File: config.mk
export PLATFORM = sky130hd
export DESIGN_NAME = tx_beamformer_8
export DESIGN_NICKNAME = d
export VERILOG_FILES = /design/src/rtl/tx_beamformer_8.sv
export SDC_FILE = /design/constraint.sdc
export NUM_CORES = 2
export LEC_CHECK = 0
export ABC_AREA = 1
export CAP_MARGIN = 20
export CORE_MARGIN = 2
export CORE_UTILIZATION = 45
export DETAILED_ROUTE_END_ITERATION = 10
export GPL_ROUTABILITY_DRIVEN = 0
export GPL_TIMING_DRIVEN = 0
export PLACE_DENSITY = 0.66
export SYNTH_ARGS = -nofsm -noshare
export SYNTH_HDL_FRONTEND = slang
export SYNTH_SLANG_ARGS = --single-unit
File: constraint.sdc
create_clock -name clk -period 8.7 [get_ports clk]
set_input_delay 1.305 -clock clk [delete_from_list [all_inputs] [get_ports clk]]
set_output_delay 1.305 -clock clk [all_outputs]
set_load 0.05 [all_outputs]
File: src/rtl/tx_beamformer_8.sv
// 8-element transmit beamformer: y_k = w_k * s on one shared complex multiplier, double-buffered weights.
// Latency: accept edge E0, yo1..yo8 written on E1..E8 with out_valid on E8; s_ready low for the whole run.
module tx_beamformer_8 (
  input  logic        clk,
  input  logic        rst_n,
  input  logic [35:0] s_in,
  input  logic        s_valid,
  output logic        s_ready,
  input  logic        w_load,
  input  logic [35:0] win1,
  input  logic [35:0] win2,
  input  logic [35:0] win3,
  input  logic [35:0] win4,
  input  logic [35:0] win5,
  input  logic [35:0] win6,
  input  logic [35:0] win7,
  input  logic [35:0] win8,
  output logic [35:0] yo1,
  output logic [35:0] yo2,
  output logic [35:0] yo3,
  output logic [35:0] yo4,
  output logic [35:0] yo5,
  output logic [35:0] yo6,
  output logic [35:0] yo7,
  output logic [35:0] yo8,
  output logic        out_valid,
  output logic        w_pending
);

  typedef enum logic {IDLE = 1'b0, RUN = 1'b1} state_t;

  state_t      state;
  logic [2:0]  idx;
  logic [35:0] sym;
  logic        pending;
  logic [35:0] shadow [8];
  logic [35:0] active [8];
  logic [35:0] yo     [8];
  logic [35:0] win    [8];

  assign win[0] = win1;
  assign win[1] = win2;
  assign win[2] = win3;
  assign win[3] = win4;
  assign win[4] = win5;
  assign win[5] = win6;
  assign win[6] = win7;
  assign win[7] = win8;

  assign yo1 = yo[0];
  assign yo2 = yo[1];
  assign yo3 = yo[2];
  assign yo4 = yo[3];
  assign yo5 = yo[4];
  assign yo6 = yo[5];
  assign yo7 = yo[6];
  assign yo8 = yo[7];

  assign s_ready   = (state == IDLE) & rst_n;
  assign w_pending = pending;

  logic               accept;
  logic signed [17:0] wi, wq, si, sq;
  logic signed [35:0] m_ii, m_qq, m_iq, m_qi;
  logic signed [36:0] p_i, p_q;
  logic        [35:0] y_elem;

  assign accept = (state == IDLE) & s_valid;

  assign wi = active[idx][35:18];
  assign wq = active[idx][17:0];
  assign si = sym[35:18];
  assign sq = sym[17:0];

  assign m_ii = wi * si;
  assign m_qq = wq * sq;
  assign m_iq = wi * sq;
  assign m_qi = wq * si;

  assign p_i = 37'(m_ii) - 37'(m_qq);
  assign p_q = 37'(m_iq) + 37'(m_qi);

  // Round half toward +inf, then clamp to the Q1.17 range.
  function automatic logic [17:0] rnd_sat(input logic signed [36:0] p);
    logic signed [37:0] t;
    t = (38'(p) + 38'sd65536) >>> 17;
    if (t > 38'sd131071)
      rnd_sat = 18'h1ffff;
    else if (t < -38'sd131072)
      rnd_sat = 18'h20000;
    else
      rnd_sat = t[17:0];
  endfunction

  assign y_elem = {rnd_sat(p_i), rnd_sat(p_q)};

  always_ff @(posedge clk or negedge rst_n) begin
    if (!rst_n) begin
      state     <= IDLE;
      idx       <= 3'd0;
      sym       <= 36'd0;
      pending   <= 1'b0;
      out_valid <= 1'b0;
      for (int k = 0; k < 8; k++) begin
        shadow[k] <= 36'd0;
        active[k] <= 36'd0;
        yo[k]     <= 36'd0;
      end
    end else begin
      out_valid <= 1'b0;
      case (state)
        IDLE: begin
          if (accept) begin
            sym   <= s_in;
            idx   <= 3'd0;
            state <= RUN;
            // Commit reads the pre-edge shadow, so a same-edge load lands for the next symbol.
            if (pending) begin
              for (int k = 0; k < 8; k++) active[k] <= shadow[k];
              pending <= 1'b0;
            end
          end
        end
        RUN: begin
          yo[idx] <= y_elem;
          idx     <= idx + 3'd1;
          if (idx == 3'd7) begin
            state     <= IDLE;
            out_valid <= 1'b1;
          end
        end
        default: state <= IDLE;
      endcase
      if (w_load) begin
        for (int k = 0; k < 8; k++) shadow[k] <= win[k];
        pending <= 1'b1;
      end
    end
  end

endmodule

After elaboration in Yosys (flattened, before gate mapping) --
Cells that the tools add are included.
Operators by class: bitwise operators 4, reduce and logical (&&, ||, !) cells 5, magnitude comparators 6, multiplexer cells 20, add/subtract/negate cells 5, multipliers 4, equality and inequality tests 3
Operators by type and width (number):
- 288-bit bitwise mux | 1
- 18-bit by 18-bit multiplier with 36-bit output | 4
- 36-bit binary-select mux with 3-bit select | 1
- 36-bit demux with 3-bit select | 1
- 36-bit 2-to-1 mux | 3
- 37-bit by 18-bit adder with 38-bit output (second input constant) | 2
- 18-bit 2-to-1 mux | 4
- 21-bit by 18-bit greater-than comparator with 1-bit output (second input constant) | 2
- 21-bit by 18-bit < comparator with 1-bit output (second input constant) | 2
- 36-bit by 36-bit adder with 37-bit output | 1
- 36-bit by 36-bit subtractor with 37-bit output | 1
- 1-bit 2-to-1 mux | 7
- 3-bit one-hot mux with 2 select lines | 1
- 4-bit >= comparator (second input constant) | 1
- 4-bit by 1-bit < comparator with 1-bit output (second input constant) | 1
- 2-bit != test (second input constant) | 2
- 3-bit inverter with 4-bit output | 1
- 2-bit AND reduction | 2
- 3-bit by 1-bit adder with 3-bit output (second input constant) | 1
- 3-bit == test (second input constant) | 1
- 3-bit 2-to-1 mux | 1
- 3-bit AND reduction | 1
- 1-bit bitwise AND | 2
- 1-bit one-hot mux with 2 select lines | 1
- other kinds (3) | 3
Word-level totals: flip-flop bits (word level) 906, output and inout port bits 291, word-level logic and storage cells 76

Logic depth before layout (Yosys ltp) --
depth in word-level cells 11, depth in mapped cells 46

Least setup slack after synthesis --
No wires, ideal clock.
path kind register -> register, start point register idx[0], end point register yo (netlist bit yo1[25]), arrival 9.016 ns, path buffers 6, required time 8.634 ns, setup time 0.066 ns, cell stages (with the launch flop) 41, setup slack -0.382 ns, cells stage by stage dfrtp_1 -> buf_4 -> inv_2 -> buf_6 -> clkbuf_1 -> clkbuf_1 -> a21oi_1 -> o21ai_0 -> nand4_1 -> clkinv_1 -> clkbuf_1 -> nor2_1 -> fa_1 -> fa_1 -> fa_1 -> inv_1 -> fa_1 -> inv_1 -> (+5 left out) -> inv_1 -> ha_1 -> a21oi_1 -> o21a_1 -> o21ai_0 -> inv_1 -> o21ai_0 -> a221oi_1 -> nand2_1 -> or2_1 -> nand2_2 -> inv_2 -> nand2_2 -> buf_4 -> nand2_1 -> nand2_2 -> nand2_1 -> nand2_1
On the way: word-level cells in the longest chain between the ends 11
Ends and longest elaborated chain:
- start: declaration | RTL line 33 | logic [2:0] idx;
- start signal: assignment | RTL line 126 | idx <= idx + 3'd1;
- 3-bit inverter with 4-bit output (implied by the code) * | RTL line 70, 71, 125
- 36-bit binary-select mux with 3-bit select | RTL line 70, 71
- 36-bit 2-to-1 mux (implied by the code) (2 in series) | RTL line 71 | assign wq = active[idx][17:0];
- 18-bit by 18-bit multiplier with 36-bit output, on equally long branches | RTL line 75, 76
- 36-bit by 36-bit subtractor with 37-bit output | RTL line 80 | assign p_i = 37'(m_ii) - 37'(m_qq);
- 37-bit by 18-bit adder with 38-bit output | RTL line 86 | t = (38'(p) + 38'sd65536) >>> 17;
- 21-bit by 18-bit < comparator with 1-bit output | RTL line 89 | else if (t < -38'sd131072)
- 18-bit 2-to-1 mux | RTL line 89
- 18-bit 2-to-1 mux | RTL line 87 | if (t > 38'sd131071)
- 288-bit bitwise mux * | RTL line 125 | yo[idx] <= y_elem;
- end signal: indexed assignment | RTL line 125
- end: declaration | RTL line 38 | logic [35:0] yo [8];
Mark *: on every way between the ends. The rest lies on a longest branch, timed or not. The select of a mux whose other input is x is not followed. A chain may end at the register's enable or synchronous reset.

Worst setup path in the final report --
start point register idx[0], end point register yo (netlist bit yo7[30])
The elaborated chain is that of the path after synthesis.

==> results.sh <==
export IMPL_slew_headroom_pct=9.02
export IMPL_yosysTopAreaCellShare_pct=35.2
export IMPL_final_setup_viol_count=288
export IMPL_status="finished, violations left"
export IMPL_rows=159
export IMPL_cts_path_max_buffers=3
export IMPL_grt_start_max_net_pins=130
export IMPL_crit_type="flip-flop to flip-flop"
export IMPL_tightestPinTransition_ps=1360
export IMPL_synth_cells=9545
export IMPL_crit_top_cell="fa_1"
export IMPL_start_util_pct=45.2
export IMPL_final_cell_mix="2656 x nand2_1, 1790 x inv_1, 1443 x fa_1, 904 x dfrtp_1, 659 x nor2_1"
export IMPL_syn_num_nets=11700
export IMPL_drt_first_pass_iters=11
export IMPL_hold_viol=0
export IMPL_rsz0062_at_grt="true"
export IMPL_violations="DRC, setup timing"
export IMPL_synth_ff_type="dfrtp_1"
export IMPL_dp_hpwl_microns=274000
export IMPL_maxCapViolCount=0
export IMPL_layout_min_cycle_time_ps=9660
export IMPL_grt_usage_pct=36.5
export IMPL_ant_nets=0
export IMPL_core_sq_um=188000
export IMPL_cts_tree="done"
export IMPL_crit_path_end_kind="flip-flop"
export IMPL_cts_made_buffers=95
export IMPL_die_y_microns=438
export IMPL_cpMaxStageDelayCell="fa_1"
export IMPL_fmax_ghz=0.104
export IMPL_cts_clk_slew_worst_paths_ps=70
export IMPL_clock_latency_ps=780
export IMPL_crit_fanout=8
export IMPL_endpoint="yo7[30]"
export IMPL_first_iter_violations=8595
export IMPL_fin_crit_sh_pct=111
export IMPL_port_buffers=617
export IMPL_fin_nets=12600
export IMPL_final_common_cell="nand2_1"
export IMPL_antenna_found_initial=20
export IMPL_drv_slew=0
export IMPL_overflow=0
export IMPL_wl_microns=349000
export IMPL_die_width_microns=438
export IMPL_num_io_pins=619
export IMPL_htree_num_levels=3
export IMPL_crit_start="idx[0]"
export IMPL_area_growth_pct=22.2
export IMPL_crit_path_max_incr_delay_ps=600
export IMPL_ys_ff_latch=906
export IMPL_fin_ws_ps=-957
export IMPL_drc=94
export IMPL_yosys_top_cells_area="fa_1 35%, dfrtp_1 27%, nand2_1 12%"
export IMPL_holdCritPathClass="flip-flop to flip-flop"
export IMPL_clock_sinks=906
export IMPL_async_flop_share_pct=100
export IMPL_post_drt_wl_per_cell_microns=26.7
export IMPL_synth_area_per_cell_sq_um=8.89
export IMPL_cp_required_ps=9370
export IMPL_synth_edf_count=0
export IMPL_timing_rr_end="yo7[30]"
export IMPL_dr_total_vias=73200
export IMPL_hold_buffers=0
export IMPL_start_kind="flip-flop"
export IMPL_r2r_start="idx[0]"
export IMPL_die_area_sq_um=192000
export IMPL_reg2regPathDepth=43
export IMPL_synth_top_area_cell="fa_1"
export IMPL_arrival_ps=10330
export IMPL_skew_ps=89.4
export IMPL_via_per_inst=5.60
export IMPL_regToRegSetupSlack_ps=-960
export IMPL_yosys_warnings=0
export IMPL_grt_pass1_wl_microns=502000
export IMPL_cts_root_buf="clkbuf_16"
export IMPL_grt_pass1_vias=75200
export IMPL_drive_above_1_share_pct=11.0
export IMPL_ys_types=47
export IMPL_ys_seq_area_share_pct=26.7
export IMPL_pre_cts_ws_ps=-4590
export IMPL_synth_area_sq_um=84900
## sequential cells by signal, indices dropped and copies added, names as in the netlist, 3 cells and up
| signal | count |
|---|---|
| yo1 | 36 |
| yo6 | 36 |
| idx | 3 |
| yo5 | 36 |
| yo8 | 36 |
| yo3 | 36 |
| shadow | 288 |
| sym | 36 |
| active | 288 |
| yo7 | 36 |
| yo2 | 36 |
| yo4 | 36 |
## worst min path at each step
stage / startpoint / endpoint / slack [ps] / depth (start not counted)
after floorplan: shadow[109] / shadow[109] / 440 / 2
after global placement: shadow[160] / shadow[160] / 450 / 2
after detailed placement: shadow[26] / shadow[26] / 460 / 2
after CTS: shadow[225] / active[225] / 460 / 1
after global routing: shadow[225] / active[225] / 470 / 1
final: shadow[225] / active[225] / 440 / 1
## cells in the mapped netlist, drive strengths merged (2+ instances only)
master,count
nand2,2826
inv,1837
fa,1491
dfrtp,906
nor2,710
clkbuf,421
o21ai,407
ha,316
a21oi,233
mux2,136
nand4,42
xor2,39
nand3,37
buf,27
xnor2,27
clkinv,23
nor3,18
o21a,13
a21o,5
a211oi,4
nor4,4
a21boi,3
o211ai,3
o21bai,3
or2,3
a221oi,2
and2,2
## logic make-up after synthesis
family,count (synthesis),synth area share [%]
AOI/OAI and AO/OA,679,4.16
xor gates and xnor gates,66,0.681
adders and majority gates,1807,39.8
buffers and inverters,2308,10.3
DFF,906,26.7
muxes,136,1.80
and+or+nand+nor,3643,16.6
## stage by stage
stage	area [sq um]	hold WS (ps)	setup TNS, ps	std cells	utilization, %
final	104000	445	-243250	13100	55.3
after global routing	104000	475	-266380	13100	55.3
after CTS	101000	463	-178450	13000	54.1
after detailed placement	94900	456	-1201930	12700	50.6
after global placement	94200	449	-	12700	50.2
after floorplan	84900	436	0	9545	-
## timing repair
action | 4_1_cts | 5_1_grt
endpoints found under the setup margin | 288 | 288
endpoints found under the hold margin | 0 | 0
pin swaps | 82 | 172
cloned | 5 | 8
resized for setup | 685 | 450
setup buffers | 126 | 42
## worst max-delay path: cells and delay by family, from the launching register on
family                   cells  cell delay (ps)
buffers and inverters       16             1930
AND/OR/NAND/NOR             12             1660
adder cells (fa/ha/maj)      9             4420
AO/OA/AOI/OAI                6             1140
flip-flops                   1              380
## final cells by class
class	count	area, sq um
antenna	14	35.0
buffer	447	2820
clock buffer	133	2750
clock inverter	41	556
fill	16500	83800
inverter	1860	7140
multi-input combinational	6332	55800
sequential	906	22700
tap	2495	3120
timing repair buffer	844	8900
## routing by layer
metal	vias to the layer above	share of wire, %	track usage [%]
li1	29800	-	-
met1	36300	33	42.1
met2	5275	42	52.5
met3	1760	14	16.2
met4	47	11	28.9
met5	-	0.34	2.98
Power is left out: the tool's default activity adds up to more than one toggle a clock period on the data nets, which glitch-free logic cannot reach.
